[src/rtl/mips_pkg.sv]
// mips_pkg: shared ALU opcodes, execute-control bit positions and forwarding selects
package mips_pkg;
  localparam logic [3:0] ALU_ADD  = 4'd0;
  localparam logic [3:0] ALU_SUB  = 4'd1;
  localparam logic [3:0] ALU_AND  = 4'd2;
  localparam logic [3:0] ALU_OR   = 4'd3;
  localparam logic [3:0] ALU_XOR  = 4'd4;
  localparam logic [3:0] ALU_NOR  = 4'd5;
  localparam logic [3:0] ALU_SLT  = 4'd6;
  localparam logic [3:0] ALU_SLTU = 4'd7;
  localparam logic [3:0] ALU_SLL  = 4'd8;
  localparam logic [3:0] ALU_SRL  = 4'd9;
  localparam logic [3:0] ALU_SRA  = 4'd10;
  localparam logic [3:0] ALU_LUI  = 4'd11;
  localparam int EX_REGDST   = 0;
  localparam int EX_ALUSRC   = 1;
  localparam int EX_SHAMT    = 2;
  localparam int EX_ALUOP_LO = 3;
  localparam int EX_ALUOP_HI = 6;
  localparam int EX_LINK     = 7;
  localparam int EX_LINKRA   = 8;
  localparam logic [1:0] FWD_REG   = 2'b00;
  localparam logic [1:0] FWD_EXMEM = 2'b01;
  localparam logic [1:0] FWD_WB    = 2'b10;
  localparam logic [4:0] REG_RA = 5'd31;
endpackage

[src/rtl/tl_execute_alu_core.sv]
// alu_core: combinational MIPS ALU, shifts act on B by shamt
module alu_core
  import mips_pkg::*;
#(
  parameter int LEN = 32
) (
  input  logic [LEN-1:0] i_a,
  input  logic [LEN-1:0] i_b,
  input  logic [4:0]     i_shamt,
  input  logic [3:0]     i_op,
  output logic [LEN-1:0] o_result
);
  // Opcode decode; unused codes 12-15 yield zero
  always_comb begin
    o_result = '0;
    case (i_op)
      ALU_ADD:  o_result = i_a + i_b;
      ALU_SUB:  o_result = i_a - i_b;
      ALU_AND:  o_result = i_a & i_b;
      ALU_OR:   o_result = i_a | i_b;
      ALU_XOR:  o_result = i_a ^ i_b;
      ALU_NOR:  o_result = ~(i_a | i_b);
      ALU_SLT:  o_result = {{(LEN-1){1'b0}}, $signed(i_a) < $signed(i_b)};
      ALU_SLTU: o_result = {{(LEN-1){1'b0}}, i_a < i_b};
      ALU_SLL:  o_result = i_b << i_shamt;
      ALU_SRL:  o_result = i_b >> i_shamt;
      ALU_SRA:  o_result = $signed(i_b) >>> i_shamt;
      ALU_LUI:  o_result = {i_b[15:0], {(LEN-16){1'b0}}};
      default:  o_result = '0;
    endcase
  end
endmodule

[src/rtl/tl_execute.sv]
// tl_execute: EX stage with forwarding, ALU, link/destination select, branch target and EX/MEM register
module tl_execute
  import mips_pkg::*;
#(
  parameter int LEN                  = 32,
  parameter int NB_CTRL_WB           = 2,
  parameter int NB_CTRL_MEM          = 9,
  parameter int NB_CTRL_EX           = 9,
  parameter int NB_ADDRESS_REGISTROS = 5,
  parameter int NB_ALU_OP            = 4
) (
  input  logic                            i_clk,
  input  logic                            i_rst,
  input  logic [LEN-1:0]                  i_pc_plus4,
  input  logic [LEN-1:0]                  i_read_data1,
  input  logic [LEN-1:0]                  i_read_data2,
  input  logic [LEN-1:0]                  i_imm,
  input  logic [4:0]                      i_shamt,
  input  logic [NB_ADDRESS_REGISTROS-1:0] i_rt,
  input  logic [NB_ADDRESS_REGISTROS-1:0] i_rd,
  input  logic [NB_CTRL_EX-1:0]           i_ctrl_ex,
  input  logic [NB_CTRL_MEM-1:0]          i_ctrl_mem,
  input  logic [NB_CTRL_WB-1:0]           i_ctrl_wb,
  input  logic [1:0]                      i_fwd_a,
  input  logic [1:0]                      i_fwd_b,
  input  logic [LEN-1:0]                  i_wb_data,
  input  logic                            i_hold,
  input  logic                            i_flush,
  output logic [LEN-1:0]                  o_address,
  output logic [LEN-1:0]                  o_write_data,
  output logic                            o_alu_zero,
  output logic [LEN-1:0]                  o_branch_addr,
  output logic [NB_ADDRESS_REGISTROS-1:0] o_write_reg,
  output logic [NB_CTRL_MEM-1:0]          o_ctrl_mem,
  output logic [NB_CTRL_WB-1:0]           o_ctrl_wb
);
  logic [LEN-1:0]                  r_address, r_write_data, r_branch_addr;
  logic                            r_alu_zero;
  logic [NB_ADDRESS_REGISTROS-1:0] r_write_reg;
  logic [NB_CTRL_MEM-1:0]          r_ctrl_mem;
  logic [NB_CTRL_WB-1:0]           r_ctrl_wb;
  logic [LEN-1:0]                  w_a, w_fb, w_b, w_alu, w_result, w_branch;
  logic [4:0]                      w_shamt;
  logic [NB_ALU_OP-1:0]            w_op;
  logic [NB_ADDRESS_REGISTROS-1:0] w_write_reg;
  // Operand forwarding, operand/shift selection, link override and destination choice
  always_comb begin
    w_a = (i_fwd_a == FWD_EXMEM) ? r_address : (i_fwd_a == FWD_WB) ? i_wb_data : i_read_data1;
    w_fb = (i_fwd_b == FWD_EXMEM) ? r_address : (i_fwd_b == FWD_WB) ? i_wb_data : i_read_data2;
    w_b = i_ctrl_ex[EX_ALUSRC] ? i_imm : w_fb;
    w_shamt = i_ctrl_ex[EX_SHAMT] ? i_shamt : w_a[4:0];
    w_op = i_ctrl_ex[EX_ALUOP_HI:EX_ALUOP_LO];
    w_result = i_ctrl_ex[EX_LINK] ? i_pc_plus4 : w_alu;
    w_write_reg = i_ctrl_ex[EX_LINKRA] ? NB_ADDRESS_REGISTROS'(REG_RA) :
                  i_ctrl_ex[EX_REGDST] ? i_rd : i_rt;
    w_branch = i_pc_plus4 + (i_imm << 2);
  end
  alu_core #(.LEN(LEN)) u_alu (
    .i_a     (w_a),
    .i_b     (w_b),
    .i_shamt (w_shamt),
    .i_op    (w_op),
    .o_result(w_alu)
  );
  // EX/MEM register: flush loads data but zeroes control, hold freezes everything
  always_ff @(posedge i_clk) begin
    if (!i_rst) begin
      r_address     <= '0;
      r_write_data  <= '0;
      r_alu_zero    <= 1'b0;
      r_branch_addr <= '0;
      r_write_reg   <= '0;
      r_ctrl_mem    <= '0;
      r_ctrl_wb     <= '0;
    end else if (i_flush || !i_hold) begin
      r_address     <= w_result;
      r_write_data  <= w_fb;
      r_alu_zero    <= (w_result == '0);
      r_branch_addr <= w_branch;
      r_write_reg   <= w_write_reg;
      r_ctrl_mem    <= i_flush ? '0 : i_ctrl_mem;
      r_ctrl_wb     <= i_flush ? '0 : i_ctrl_wb;
    end
  end
  assign o_address     = r_address;
  assign o_write_data  = r_write_data;
  assign o_alu_zero    = r_alu_zero;
  assign o_branch_addr = r_branch_addr;
  assign o_write_reg   = r_write_reg;
  assign o_ctrl_mem    = r_ctrl_mem;
  assign o_ctrl_wb     = r_ctrl_wb;
endmodule
[config.mk]
export PLATFORM = sky130hd
export DESIGN_NAME = tl_execute
export DESIGN_NICKNAME = d
export VERILOG_FILES = /design/src/rtl/mips_pkg.sv /design/src/rtl/tl_execute_alu_core.sv /design/src/rtl/tl_execute.sv
export SDC_FILE = /design/constraint.sdc
export NUM_CORES = 1
export LEC_CHECK = 0
export ABC_AREA = 1
export CORE_AREA = 4 4 305 217
export DETAILED_ROUTE_END_ITERATION = 10
export DIE_AREA = 0 0 309 221
export PLACE_DENSITY = 0.51
export SYNTH_ARGS = -nofsm -noshare
export SYNTH_HDL_FRONTEND = slang
export SYNTH_HIERARCHICAL = 1
export SYNTH_SLANG_ARGS = --single-unit
[constraint.sdc]
create_clock -name i_clk -period 4 [get_ports i_clk]
set_input_delay 0.4 -clock i_clk [delete_from_list [all_inputs] [get_ports i_clk]]
set_output_delay 0.4 -clock i_clk [all_outputs]
set_load 0.005 [all_outputs]
---- Yosys cells after proc, flatten, opt, wreduce, memory -nomap -nowiden ----
Cells that the tools add are included.
cells by class
  equality and inequality tests ........... 15
  $add $sub $neg .......................... 3
  $mul .................................... 0
  div/mod/pow operators ................... 0
  bitwise operators ....................... 4
  shift-type cells ........................ 3
  mux-type cells .......................... 12
  reductions and logical operators ........ 4
  magnitude comparators ................... 2
operators with widths
  operator              number
  $pmux W32 S12         1
  $mux W32              6
  $add A32 B32 Y32      2
  $lt A32 B32 Y1        2
  $and A32 B32 Y32      1
  $logic_not A32 Y1     1
  $not A32 Y32          1
  $or A32 B32 Y32       1
  $shl A32 B5 Y32       1
  $shr A32 B5 Y32       1
  $sshr A32 B5 Y32      1
  $sub A32 B32 Y32      1
  $xor A32 B32 Y32      1
  $eq A4 B3 Y1 const B  4
  $eq A4 B4 Y1 const B  4
  $mux W5               3
  $mux W9               1
  $eq A4 B2 Y1 const B  2
  $eq A2 B1 Y1 const B  2
  $eq A2 B2 Y1 const B  2
  $eq A4 B1 Y1 const B  1
  $logic_not A4 Y1      1
  $mux W2               1
  $logic_not A1 Y1      1
  $logic_or A1 B1 Y1    1
storage, ports and cells
  bits in read-only memories .............. 0
  register bits ........................... 113
  logic and storage cells ................. 50
  bits of input ports ..................... 203
  memory bits (writable) .................. 0
  bits in latches ......................... 0
  memories ................................ 0

---- Depth between registers and ports, before layout ----
Gate-level depths: netlist of the first run.
  depth in word-level cells ............... 9
  gate-level depth with buffers ........... 32
  gate-level depth less buffers ........... 30

---- Cells and area by module ----
Netlist of the first run, hierarchy kept.
modules (own cells, without submodules)
  module      times used  cells an instance  area an instance (um^2)
  alu_core    1           2,270              10,661.5
  tl_execute  1           1,363              8,146.6

---- Worst setup path after synthesis of the first run ----
Ideal clock, no wire load.
  path type ............................... input -> register
  from .................................... input i_fwd_b[1]
  to ...................................... register r_alu_zero, in the netlist o_alu_zero
  path slack .............................. 279 ps
  arrival time ............................ 3,655 ps
  cell stages on the path ................. 28
  required time ........................... 3,934 ps
  cells stage by stage .................... inv_1 > nor2_2 > inv_2 > clkbuf_1 > nand2_1 > nand3_1 > o21ai_0 > o21ai_0 > inv_1 > ha_1 > buf_2 > nand2_1 > nor2_1 > nand3_1 > nand3b_1 > o21ai_0 > nand2_1 > nand2_1 > nor2_1 > nand2_1 > or2_1 > o21ai_0 > nand3_1 > nor2_1 > nand2_1 > nor2_1 > nand3_2 > a21oi_2
between the ends
  elaborated cells between the ends (all ways) .. 19
  those cells by class .................... add/sub (2); order compare (2); eq/ne (2); shift (3); mux (5); bitwise (4); reduce/logical (1)
RTL lines
  what                                            RTL line                   RTL
  from (decl)                                     tl_execute.sv:25           input logic [1:0] i_fwd_b,
  $eq A2 B2 Y1                                    tl_execute.sv:49           w_fb = (i_fwd_b == FWD_EXMEM) ? r_address : (i_fwd_b == FWD_WB) ? i_wb_data : i_read_data2;
  $mux W32                                        tl_execute.sv:49
  $mux W32 *                                      tl_execute.sv:49
  $mux W32 *                                      tl_execute.sv:50           w_b = i_ctrl_ex[EX_ALUSRC] ? i_imm : w_fb;
  net w_b[6]                                      tl_execute.sv:42           logic [LEN-1:0] w_a, w_fb, w_b, w_alu, w_result, w_branch;
  $sub A32 B32 Y32, or another cell as far along  tl_execute_alu_core.sv:18  ALU_SUB: o_result = i_a - i_b;
  $pmux W32 S12 *                                 tl_execute_alu_core.sv:16  case (i_op)
  net w_alu[10]                                   tl_execute.sv:42
  $mux W32 *                                      tl_execute.sv:53           w_result = i_ctrl_ex[EX_LINK] ? i_pc_plus4 : w_alu;
  $logic_not A32 Y1 *                             tl_execute.sv:78           r_alu_zero <= (w_result == '0);
  to (signal assigned)                            tl_execute.sv:78
  to (decl)                                       tl_execute.sv:38           logic r_alu_zero;
Mark *: on every way through the listed nets, which the timed path passes. The rest lies on a longest branch.
A chain may end at the register's enable or synchronous reset.

---- Worst setup path after layout of the first run ----
  from .................................... input i_fwd_b[0]
  to ...................................... register r_alu_zero, in the netlist o_alu_zero
The elaborated chain is that of the path after synthesis.

==> impl_metrics.yaml, run 1 <==
run_status:
  status: "finished, violations left"
  violations: "negative setup slack"
synthesis:
  synth_area_leaders: "nand2_1 26%, nand3_1 13%, dfxtp_1 12%"
  synthFlopType: "dfxtp_1"
  synth-seq-area-share_pct: 12.0
  synth.distinct_cells: 50
  syn_inst: 3633
  synthesis.nets: 3966
  syn_avg_cell_area_um2: 5.18
  ys_async_sr_fraction_pct: 0
  ys_ff_latch: 113
  syn-cell-area_um2: 18800
  yosysTopAreaCellShare_pct: 26.0
  yosysTopAreaCell: "nand2_1"
  yosysWarnings: 6
  synth-edff-count: 0
place:
  place_congestion: 1.08
  placed_area_um2: 28300
  hpwl_um: 109000
  portBuffers: 315
cells_and_area:
  postLayoutCoreUtil_pct: 49.0
  seq_area_um2: 2260
  layout-drive-gt1-share_pct: 25.6
  multi_input_area_um2: 15300
  fill_cells: 6876
  area_delta_synth_final_pct: 64.0
  fin_nets: 4974
  postLayoutCellArea_um2: 30800
hold_path:
  whs_path_depth: 3
  min_from: "i_rst"
  hold_end: "o_alu_zero$_SDFFE_PN0P_"
  hold_path.class: "input pin to register"
timing:
  relSlewSlack_pct: 24.7
  drv_slew: 0
  hold_viol: 0
  finalSetupViolations: 1
  fmax_mhz: 241
  layout_setup_ws_ns: -0.146
  rsz0062_at_grt: "true"
  worst_slew_pin_slew_ns: 1.13
  period_share_pct: 104
  fin_tns_setup_ns: -0.146
  min_period_ns: 4.15
  finClkSkew_ns: 0.0123
global_routing:
  overflow: 0
  grt_pass1_vias: 26085
  grt_use_total_pct: 35.8
  antenna_found_initial: 6
  grt_busiest_layer: "met1"
  grt_max_degree: 101
  grt_pass1_wl_um: 180000
  use_met2_pct: 49.8
  grt.met1_usage_pct: 53.7
  met3_usage_pct: 10.5
clocking:
  cts.htree.levels: 4
  cts_sinks: 113
  cts_tree: "built"
  cts_made_buffers: 17
  cts_root_buf: "clkbuf_16"
  path_clk_slew_ns: 0.06
  postCtsHoldBufs: 0
  worstSkewPairLatency_ns: 0.45
  clock_path_buffers: 2
power:
  peakVddDrop_mv: 0.327
  total_leakage_power_nw: 16.3
  powerDensity_nw_per_um2: 294
  finalPower_mw: 9.06
detailed_routing:
  ant_nets: 0
  drcViolationCount: 0
  vias_per_cell: 5.25
  routed_wl_um: 130000
  wl_per_cell_um: 23.7
  drt_iter0_markers: 3744
  vias: 28819
  dr.pass1.iters: 7
die:
  io-pin-count: 316
  die_area_um2: 68300
  die_h_um: 221
  std_cell_rows: 77
  core_area_um2: 63000
  fp.dieW_um: 309
  initial_core_util_pct: 29.9
worst_setup_path:
  r2r_end: "o_alu_zero$_SDFFE_PN0P_"
  path_class: "input pin to register"
  crit_start: "i_fwd_b[0]"
  cp-start-kind: "input pin"
  arrival_ns: 4.52
  critPathRequiredTime_ns: 4.38
  rr_startpoint: "o_address[0]$_SDFFE_PN0P_"
  reg2reg_slack_ns: 0.13
  cp_max_fo: 6
  r2r_cells: 24
  crit_path_end_kind: "register"
job:
  drv_cap: 0
layout make-up:
| cell class | instances | share of cell area (%) |
|---|---|---|
| Antenna cell | 4 | 0.0325 |
| Tap cell | 829 | 3.36 |
| Multi-Input combinational cell | 2884 | 49.5 |
| Inverter | 474 | 5.90 |
| Timing Repair Buffer | 1151 | 32.1 |
| Clock buffer | 19 | 1.44 |
| Sequential cell | 113 | 7.33 |
| Clock inverter | 13 | 0.329 |
cells in the final DEF (no fill, tap or decap), drive strengths merged, types with 19 or more instances in the layout:
| master | netlist | routed |
|---|---|---|
| o21bai | 24 | 24 |
| o211ai | 19 | 19 |
| nor3 | 20 | 20 |
| nand4 | 36 | 36 |
| clkdlybuf4s50 | 0 | 308 |
| nand2 | 1307 | 1307 |
| nand3 | 485 | 485 |
| clkbuf | 66 | 24 |
| a21oi | 150 | 150 |
| a31oi | 55 | 55 |
| nor2 | 320 | 320 |
| buf | 96 | 834 |
| ha | 127 | 127 |
| inv | 473 | 475 |
| dfxtp | 113 | 113 |
| o21ai | 251 | 251 |
per-stage QoR:
step	instances	worst slack, ns	hold WS (ns)
after floorplan	3633	0.279	0.471
after global routing	5483	-0.329	0.414
after detailed placement	5392	-1.30	0.472
after global placement	5392	-1.32	0.462
after CTS	5460	-0.0829	0.399
final	5487	-0.146	0.443
cells in the mapped netlist, drive strengths merged (4+ instances only):
cell    count
nand2    1307
nand3     485
nand3b      7
nor3       20
inv       473
a31oi      55
o21ai     251
o211ai     19
xor2       13
a211oi      4
nor2      320
dfxtp     113
ha        127
a21oi     150
mux2i      11
nand4      36
clkbuf     66
o21bai     24
and2       13
nor4        4
buf        96
o22ai      14
or2         9
metal layers:
metal / wire length [um] / up-vias / share of wire, %
li1: - / 13708 / -
met1: 59500 / 13249 / 46
met2: 50900 / 1698 / 39
met3: 16700 / 160 / 13
met4: 3150 / 4 / 2.4
met5: 21 / - / 0.016
critical path, cell delays in order:
cell and delay, ns:
dlygate4sd2_1 0.32, nor2_4 0.25, clkinv_4 0.18, clkbuf_16 0.22, nand2_1 0.14, nand3_2 0.13
o21ai_2 0.12, o21ai_0 0.10, buf_4 0.16, inv_1 0.12, ha_4 0.20, buf_4 0.14
nand2_1 0.12, nor2_1 0.17, buf_4 0.14, buf_4 0.10, nand2_1 0.12, a21oi_1 0.30
o21ai_0 0.12, nand3_1 0.14, nand3_1 0.16, nand2_1 0.15, nand3_2 0.08, nor2_1 0.09
nand2_1 0.08, nor2_2 0.09, nand3_2 0.07, a21oi_2 0.11
repair_timing:
action                                 in CTS  in global routing
gates resized for setup                   235                186
setup endpoints to repair                  28                 30
buffers inserted                           32                 21
endpoints found under the hold margin       0                  0
pin swaps                                  37                 55
cloned                                      4                  4
logic make-up (layout without fill, tap and decap cells):
logic type,after synthesis,after routing,synth area share (%)
simple gates,2202,2202,48.9
xor+xnor,16,16,0.745
other cells,0,4,0
compound gates,525,525,15.3
flops,113,113,12.0
buf+inv,636,1657,13.7
mux,11,11,0.585
fa+ha+maj,130,130,8.77
where the power goes:
group / internal (mW) / switching [mW] / total (mW) / leakage [nW]
Clock: 0.815 / 0.657 / 1.47 / 0.257
Combinational: 2.69 / 3.57 / 6.25 / 15.1
Sequential: 1.23 / 0.0978 / 1.33 / 0.939
worst max path at each step:
stage / to / slack (ns) / cells after the start
after floorplan: o_alu_zero$_SDFFE_PN0P_ / 0.28 / 28
after global placement: o_alu_zero$_SDFFE_PN0P_ / -1.32 / 26
after detailed placement: o_alu_zero$_SDFFE_PN0P_ / -1.30 / 26
after CTS: o_alu_zero$_SDFFE_PN0P_ / -0.08 / 32
after global routing: o_alu_zero$_SDFFE_PN0P_ / -0.33 / 31
final: o_alu_zero$_SDFFE_PN0P_ / -0.15 / 28
No activity file was read; power rests on OpenSTA's default activity.
==> run 2, diff against run 1 <==
ABC_AREA = not set   (was 1)
CORE_AREA = 5 5 296 211   (was 4 4 305 217)
DIE_AREA = 0 0 301 216   (was 0 0 309 221)
MAX_ROUTING_LAYER = met4   (was not set)
==> impl_metrics.yaml, run 2 <==
global_routing:
  grt.met1_usage_pct: 51.5
  overflow: 0
  use_met2_pct: 49.4
  grt_pass1_wl_um: 164000
  antenna_found_initial: 4
  grt_busiest_layer: "met1"
  met3_usage_pct: 7.05
  grt_pass1_vias: 23053
  grt_max_degree: 89
  grt_use_total_pct: 35.0
synthesis:
  synth-edff-count: 0
  synth.distinct_cells: 100
  synthMuxAreaShare_pct: 16.7
  syn-cell-area_um2: 17600
  synth-xor-area-share_pct: 1.30
  synthesis.nets: 2811
  synth_area_leaders: "dfxtp_1 13%, mux2i_1 9.8%, ha_1 9.0%"
  synth_most_common_cell: "nand2_1"
  syn_avg_cell_area_um2: 7.09
  synth-seq-area-share_pct: 12.9
  yosysTopAreaCell: "dfxtp_1"
  synthAdderAreaFrac_pct: 9.39
  synthFlopType: "dfxtp_1"
  yosysTopAreaCellShare_pct: 12.9
  ys_top_cells_by_count: "278 x nand2_1, 246 x nor2_1, 221 x o21ai_0, 220 x a21oi_1, 172 x mux2i_1"
  ys_async_sr_fraction_pct: 0
  syn_inst: 2478
  ys_ff_latch: 113
  synth_top_family_by_area: "compound AO/OA/AOI/OAI gates"
  synth_simple_gate_area_share_pct: 21.8
  yosysWarnings: 6
  synth_compound_area_share_pct: 30.8
timing:
  finalSetupViolations: 17
  finClkSkew_ns: 0.0115
  fmax_mhz: 208
  relSlewSlack_pct: 35.5
  fin_tns_setup_ns: -5.49
  period_share_pct: 120
  drv_slew: 0
  worst_slew_pin_slew_ns: 0.964
  layout_setup_ws_ns: -0.803
  rsz0062_at_grt: "true"
  hold_viol: 0
  min_period_ns: 4.80
clocking:
  clock_path_buffers: 2
  cts.htree.levels: 4
  cts_made_buffers: 17
  cts_tree: "built"
  path_clk_slew_ns: 0.06
  postCtsHoldBufs: 0
  worstSkewPairLatency_ns: 0.45
  cts_sinks: 113
  cts_root_buf: "clkbuf_16"
power:
  seq_power_share_pct: 14.0
  p_sw_share_pct: 42.8
  combinationalPowerShare_pct: 67.4
  p_int_mw: 5.41
  peakVddDrop_mv: 0.325
  finalPower_mw: 9.47
  p_switching_mw: 4.06
  total_leakage_power_nw: 13.4
  powerDensity_nw_per_um2: 314
  pwr-share-clk_pct: 18.6
detailed_routing:
  wl_per_cell_um: 27.0
  ant_nets: 0
  routed_wl_um: 116000
  vias_per_cell: 5.64
  drt_iter0_markers: 2530
  vias: 24370
  drcViolationCount: 0
  dr.pass1.iters: 6
die:
  fp.dieW_um: 301
  io-pin-count: 316
  std_cell_rows: 75
  core_area_um2: 59300
  die_area_um2: 65000
  die_h_um: 216
  initial_core_util_pct: 29.6
worst_setup_path:
  cp_common_cell: "buf_4"
  crit_family: "compound AO/OA/AOI/OAI gates"
  arrival_ns: 5.17
  path_buf_inv: 6
  critPathRequiredTime_ns: 4.37
  crit_slowest_cell: "mux4_2"
  cp-start-kind: "register"
  slowest_delay_ns: 0.55
  path_cells: "buf_4, mux2i_1, a21oi_2, buf_4, buf_4, mux2_4, buf_4, mux4_2, nor3b_1, a41oi_1, o211ai_1, a221oi_2, buf_4, nand2_1, o21bai_1, mux2_4, o211ai_1, buf_4, nor4_4, and4_1, nand3_2, o21ai_2, nand4_1, a21oi_1"
  path_class: "register to register"
  crit_path_end_kind: "register"
  cp_max_fo: 6
cells_and_area:
  layout_common_cells: "818 x buf_4, 292 x clkdlybuf4s50_1, 276 x nand2_1"
  layout-drive-gt1-share_pct: 36.7
  postLayoutCoreUtil_pct: 50.8
  fin_nets: 3829
  postLayoutCellArea_um2: 30100
  layout_commonest_cell: "buf_4"
  area_delta_synth_final_pct: 71.5
  fill_cells: 5855
place:
  portBuffers: 315
  place_ws_ns: -2.07
  hpwl_um: 96100
  placed_area_um2: 27500
  place_congestion: 1.04
job:
  drv_cap: 0
hold_path:
  hold_path.class: "register to register"
run_status:
  violations: "negative setup slack"
  status: "finished, violations left"
[run 2: cell count changes in the layout (fill, tap and decap cells not counted), moves of 56 or more]
cell / change
nand2_2: -56
mux2i_1: +154
nand3_1: -387
inv_1: -353
a211oi_1: +75
nand2_1: -966
[run 2: power by group through the flow]
stage | clock network, mW | registers, mW | logic, mW
finish | 1.76 | 1.32 | 6.38
detailed placement | 0 | 1.34 | 5.60
floorplan | 0 | 1.34 | 2.48
global route | 1.82 | 1.33 | 6.69
CTS | 1.77 | 1.32 | 6.01
global placement | 0 | 1.34 | 5.62
[run 2: logic make-up (layout without fill, tap and decap cells)]
kind of cell,after synthesis,in the layout
other cells,0,2
buf+inv,301,1331
fa+ha+maj,130,130
xor+xnor,26,26
compound gates,829,829
simple gates,827,827
flops,113,113
mux,252,252
[run 2: layout make-up]
type	instances	area, um2	share of cell area, %
well taps	808	1010	3.36
multi-input cells	2064	15500	51.5
diodes	2	5.00	0.0166
repair buffers	1194	10300	34.1
inverters	106	400	1.33
clock inverters	8	149	0.494
clock buffers	23	508	1.69
flip-flops and latches	113	2280	7.57
[run 2: final timing paths]
path / from / endpoint / slack [ns] / cells past startpoint
min: o_branch_addr[8]$_SDFFE_PN0P_ / o_branch_addr[8]$_SDFFE_PN0P_ / 0.45 / 2
max: o_address[0]$_SDFFE_PN0P_ / o_alu_zero$_SDFFE_PN0P_ / -0.80 / 24
max reg2reg: o_address[0]$_SDFFE_PN0P_ / o_alu_zero$_SDFFE_PN0P_ / -0.80 / 24
min reg2reg: o_branch_addr[8]$_SDFFE_PN0P_ / o_branch_addr[8]$_SDFFE_PN0P_ / 0.45 / 2
[run 2: through the flow]
| stage | hold WS [ns] | cells |
|---|---|---|
| after floorplan | 0.442 | 2478 |
| after detailed placement | 0.448 | 4208 |
| final | 0.449 | 4318 |
| after CTS | 0.455 | 4297 |
| after global placement | 0.441 | 4208 |
| after global routing | 0.466 | 4318 |
[run 2: worst min-delay path: stages, from the launching register on]
cell and delay, ns:
dfxtp_1 0.31, nand2_1 0.05, a21oi_1 0.05
[run 2: routing by layer]
layer,part of all wire (%),up-vias
met5,0,-
met4,2.2,0
met3,9.2,129
met2,41,1215
met1,48,11843
li1,-,11183
[run 2: timing repair]
action	CTS	global route
resized for setup	238	124
pin swaps	71	56
buffers inserted	57	21
gates cloned	1	1
endpoints found under the setup margin	32	33
